File: config.mk
export PLATFORM = sky130hd
export DESIGN_NAME = regfile_write_ctrl
export DESIGN_NICKNAME = d
export VERILOG_FILES = /design/src/rtl/regfile_pkg.sv /design/src/rtl/regfile_write_ctrl_rr_arb2.sv /design/src/rtl/regfile_write_ctrl.sv
export SDC_FILE = /design/constraint.sdc
export NUM_CORES = 1
export LEC_CHECK = 0
export ABC_CLOCK_PERIOD_IN_PS = 2300
export BUFFER_PORTS_ARGS = -buffer_cell sky130_fd_sc_hd__buf_2
export CORE_UTILIZATION = 35
export CTS_CLUSTER_SIZE = 10
export DETAILED_ROUTE_END_ITERATION = 16
export PLACE_DENSITY = 0.67
export SYNTH_ARGS = -nofsm -noshare
export SYNTH_HDL_FRONTEND = slang
export SYNTH_SLANG_ARGS = --single-unit
File: constraint.sdc
create_clock -name clock -period 2.3 [get_ports clock]
set_input_delay 0.46 -clock clock [delete_from_list [all_inputs] [get_ports clock]]
set_output_delay 0.46 -clock clock [all_outputs]
set_load 0.01 [all_outputs]
File: src/rtl/regfile_pkg.sv
// Shared constants and state encoding for the LEGv8 register file
// write-port controller.
package regfile_pkg;

    localparam int DATA_W   = 64;
    localparam int ADDR_W   = 5;
    localparam int NUM_REGS = 32;

    localparam logic [ADDR_W-1:0] XZR_ADDR = 5'd31;

    typedef enum logic {
        ST_INIT,
        ST_RUN
    } state_e;

endpackage

File: src/rtl/regfile_write_ctrl_rr_arb2.sv
// Two-requester round-robin arbiter; the pointer names the requester
// that wins the next contention (0 = A, 1 = B).
module rr_arb2 (
    input  logic       clock,
    input  logic       reset,
    input  logic [1:0] req,
    input  logic       advance,
    output logic [1:0] gnt
);

    logic ptr_q, ptr_d;

    always_comb begin
        gnt = 2'b00;
        unique case (req)
            2'b01:   gnt = 2'b01;
            2'b10:   gnt = 2'b10;
            2'b11:   gnt = ptr_q ? 2'b10 : 2'b01;
            default: gnt = 2'b00;
        endcase
    end

    // After a grant the other requester gets priority.
    always_comb begin
        ptr_d = ptr_q;
        if (advance && (|gnt)) ptr_d = gnt[0];
    end

    always_ff @(posedge clock or posedge reset) begin
        if (reset) ptr_q <= 1'b0;
        else       ptr_q <= ptr_d;
    end

endmodule

File: src/rtl/regfile_write_ctrl.sv
// Register file write-port owner: init sweep after reset, then
// round-robin write-back arbitration between ALU (A) and load (B).
module regfile_write_ctrl #(
    parameter int DATA_W    = regfile_pkg::DATA_W,
    parameter int ADDR_W    = regfile_pkg::ADDR_W,
    parameter int NUM_REGS  = regfile_pkg::NUM_REGS,
    parameter int INIT_MODE = 1
) (
    input  logic              clock,
    input  logic              reset,
    input  logic              a_valid,
    input  logic [ADDR_W-1:0] a_add,
    input  logic [DATA_W-1:0] a_data,
    output logic              a_ready,
    input  logic              b_valid,
    input  logic [ADDR_W-1:0] b_add,
    input  logic [DATA_W-1:0] b_data,
    output logic              b_ready,
    output logic              write_en,
    output logic [ADDR_W-1:0] write_add,
    output logic [DATA_W-1:0] write_data,
    output logic              init_done,
    output logic              stall
);

    import regfile_pkg::*;

    localparam logic [ADDR_W-1:0] LAST = ADDR_W'(NUM_REGS - 1);
    localparam logic [ADDR_W-1:0] XZR  = ADDR_W'(XZR_ADDR);

    state_e            state_q, state_d;
    logic [ADDR_W-1:0] cnt_q, cnt_d;
    logic              we_q, we_d;
    logic [ADDR_W-1:0] wa_q, wa_d;
    logic [DATA_W-1:0] wd_q, wd_d;
    logic              done_q, done_d;

    logic              run;
    logic [1:0]        req, gnt;
    logic [ADDR_W-1:0] g_add;
    logic [DATA_W-1:0] g_data;

    assign run = (state_q == ST_RUN);
    assign req = run ? {b_valid, a_valid} : 2'b00;

    rr_arb2 u_arb (
        .clock   (clock),
        .reset   (reset),
        .req     (req),
        .advance (run),
        .gnt     (gnt)
    );

    assign a_ready = gnt[0];
    assign b_ready = gnt[1];
    assign g_add   = gnt[1] ? b_add  : a_add;
    assign g_data  = gnt[1] ? b_data : a_data;

    always_comb begin
        state_d = state_q;
        cnt_d   = cnt_q;
        we_d    = 1'b0;
        wa_d    = wa_q;
        wd_d    = wd_q;
        done_d  = done_q;
        unique case (state_q)
            ST_INIT: begin
                we_d  = 1'b1;
                wa_d  = cnt_q;
                wd_d  = (cnt_q == XZR || INIT_MODE == 0)
                      ? '0 : DATA_W'(cnt_q);
                cnt_d = cnt_q + ADDR_W'(1);
                if (cnt_q == LAST) begin
                    state_d = ST_RUN;
                    done_d  = 1'b1;
                end
            end
            ST_RUN: begin
                // XZR writes are accepted but never reach the file.
                if ((|gnt) && g_add != XZR) begin
                    we_d = 1'b1;
                    wa_d = g_add;
                    wd_d = g_data;
                end
            end
            default: state_d = ST_INIT;
        endcase
    end

    always_ff @(posedge clock or posedge reset) begin
        if (reset) begin
            state_q <= ST_INIT;
            cnt_q   <= '0;
            we_q    <= 1'b0;
            wa_q    <= '0;
            wd_q    <= '0;
            done_q  <= 1'b0;
        end else begin
            state_q <= state_d;
            cnt_q   <= cnt_d;
            we_q    <= we_d;
            wa_q    <= wa_d;
            wd_q    <= wd_d;
            done_q  <= done_d;
        end
    end

    assign write_en   = we_q;
    assign write_add  = wa_q;
    assign write_data = wd_q;
    assign init_done  = done_q;
    assign stall      = (a_valid && !a_ready)
                     || (b_valid && !b_ready)
                     || !done_q;

endmodule

==> results.md <==
* # setup viols final at 0
* Worst slew pin tran at approximately 0.51 ns
* Max Cap Viol at 0
* Die Width at roughly 110 um
* Final Power at ~0.0045 W
* Async SR Flop Fraction at 100%
* Max rail drop VDD at around 350 uV
* Nets at roughly 720
* Area grow syn2layout at 39.7%
* Top FF cell, synth: dfrtp_1
* Initial antenna violation count at 0
* Clock power share at 38.6%
* Sequential element share of the synthesized area at 47.8%
* Tmin final at roughly 2.1 ns
* Hold-fix buffers, CTS at 0
* Area leader, netlist: dfrtp_1
* CTS tree: yes
* Synth warn at 0
* First-pass GRT wire length at 18200 um
* R2R depth at 6
* Worst setup SP type: flop
* Internal power at roughly 0.0033 W
* Most common cell in the netlist: dfrtp_1
* HPWL after DPL at roughly 8900 um
* Seq pwr share at 37.5%
* Worst slew margin at between 60 and 70%
* Initial Util at 35.8%
* DR pass1 iterations at 8
* Root Driver: clkbuf_16
* Pleak at between 2 and 3 nW
* H-Tree Depth at 3
* Max clock buf depth at 2
* Top area cells in the synthesized netlist: dfrtp_1, a221o_1, a311oi_2
* Top cell type's share of synthesized area at between 40% and 50%
* Setup bufs post-CTS at 0
* R2R Path Start: u_arb.ptr_q$_DFFE_PP0P_
* Die area at around 12000 um^2
* Clock slew at the register clock pins of the worst setup and hold paths at 0.06 ns
* # DRC at 0
* Pin count of the biggest net entering global routing at 45
* Post-synth EDFFs at 0
* Worst EP arrival at 1.64 ns
* GRT overflow at 0
* RSZ-0062 raised after global routing: false
* CP Class: flop to primary output
* Initial DRC count at 254
* Synth unique cells at 37
* Worst r2r dst: write_data[49]$_DFFE_PP0P_
* HP Class: input port to async pin
* Total Routing Usage GR at between 10% and 20%
* Total CTS buffers at 9
* Fin. Hold Viols at 0
* Routability congestion estimate at 0.796
* Final wirelength at roughly 12000 um
* Worst-skew pair later-pin latency at about 0.33 ns
* Outcome: completed
* R2R setup slack at approximately 0.34 ns
* Post-synthesis cell area at between 4000 and 5000 um^2
* Fmax at about 480 MHz
* Worst Path Required at 1.84 ns
* CTS resizes at 0
* Syn Nets at slightly above 500
* Combinational share of power at roughly a quarter
* Switching part of the total at between 20% and 30%
* Cells after Synth at 373
* Vias in the first global route at roughly 3800
* Fin. max-slew vios at 0
* Worst-path maximum fanout at 28
* Critical path's slowest cell: dfrtp_1
* Placed cell areas at 5340 um^2
* WL per Instance at 16.9 um
* DR vias at 3964
* CP endpoint kind: primary output
* Crit-path cells: nand2b_1 > nand2_8 > inv_2 > buf_2
* Ant diodes at 0
* Core area at between 10000 and 15000 um^2
* Switching pwr at about 0.0012 W
* Period utilization at 91.5%
* Die height at 110 um
* Fin Clk Skew at between 0.007 and 0.008 ns
* Antenna Violating Nets Remaining at 0
* Cell area after layout at approximately 5700 um^2
* FP Rows at 39
* Max incr delay on CP at approximately 0.38 ns
* Seq cells post-synth at a little under 80
* Hold WS at ~0.084 ns
* Fraction of layout cells with a size suffix above 1 at around half
* Routed vias/inst at approximately 5.5
* Clock sink count at 78
* Syn avg cell area at 11.0 um^2
* IO Count at around 220
* Synth top cells by count: dfrtp_1, nand2_1, and3_1
* Port Buffer Count at around 220
* Final setup TNS at 0 ns
* Pwr dens at 797 nW/um^2
## critical path, delay by kind of cell, from the launching register on
| kind | cells | cell delay (ns) |
|---|---|---|
| buf+inv | 2 | 0.42 |
| flops | 1 | 0.38 |
| simple gates | 2 | 0.49 |
## cell usage in the layout (no fill, tap or decap), types with 2 or more instances in the layout
master and n:
and3_1 45, a211oi_1 6, nand2_1 56, clkinvlp_4 2, buf_12 6, a311oi_1 2, buf_2 215, a221oi_1 28
a311oi_2 20, ha_1 3, inv_2 3, a21oi_2 2, clkbuf_16 9, nand2b_1 2, o21ai_0 3, a21oi_1 2
inv_1 6, buf_4 12, o31ai_1 5, nand3_1 2, dfrtp_1 78, mux2i_1 4, xnor2_1 3, a222oi_1 4
a221o_1 37, bufinv_16 4, nor2_1 5
## power groups by stage
stage	Clock [W]	Combinational (W)	Sequential, W
finish	0.00176	0.00109	0.00170
global route	0.00185	0.00119	0.00173
CTS	0.00180	0.00110	0.00170
detailed placement	0	0.00109	0.00172
global placement	0	0.00108	0.00172
floorplan	0	0.000520	0.00181
## kinds of logic after synthesis
kind of cell	after synthesis	share of synthesized area, %
simple gates	118	14.9
compound gates	113	28.0
flops	78	47.8
buf+inv	53	6.55
mux	5	1.26
xor+xnor	3	0.643
fa+ha+maj	3	0.919
## layer usage
metal / up-vias / global-route usage, % / wire length, um
li1: 1861 / - / -
met1: 1904 / 25.4 / 5360
met2: 188 / 32.4 / 5750
met3: 11 / 3.64 / 943
met4: 0 / 6.76 / 119
met5: - / 0 / 0
## cell type report
cell class	instances	area, um^2
repair buffers	233	1290
clock buffers	10	239
well taps	143	179
inverters	10	41.3
fillers	1065	5710
clock inverters	6	133
flip-flops and latches	78	1950
multi-input cells	242	1880
## worst max path at each step
| stage | startpoint | to | slack [ns] | depth (start not counted) |
|---|---|---|---|---|
| final | u_arb.ptr_q$_DFFE_PP0P_ | b_ready | 0.20 | 4 |
| after global routing | u_arb.ptr_q$_DFFE_PP0P_ | b_ready | 0.10 | 4 |
| after CTS | u_arb.ptr_q$_DFFE_PP0P_ | b_ready | 0.20 | 4 |
| after detailed placement | a_valid | write_data[45]$_DFFE_PP0P_ | 0.23 | 7 |
| after global placement | a_add[1] | write_data[17]$_DFFE_PP0P_ | 0.27 | 6 |
| after floorplan | a_add[1] | write_data[5]$_DFFE_PP0P_ | 0.48 | 6 |
## metrics by stage
step,util (%),instances,setup WS [ns]
after CTS,50.0,722,0.197
after global routing,50.0,722,0.101
after global placement,46.7,706,0.273
after detailed placement,46.7,706,0.232
after floorplan,-,373,0.484
final,50.0,722,0.197
## state kept, by name, summed over array words and instances (netlist names)
register and count:
run 1, write_add 5, write_en 1, init_done 1, cnt_q 5, write_data 64
u_arb.ptr_q 1
Power figures use the tool's default switching activity.
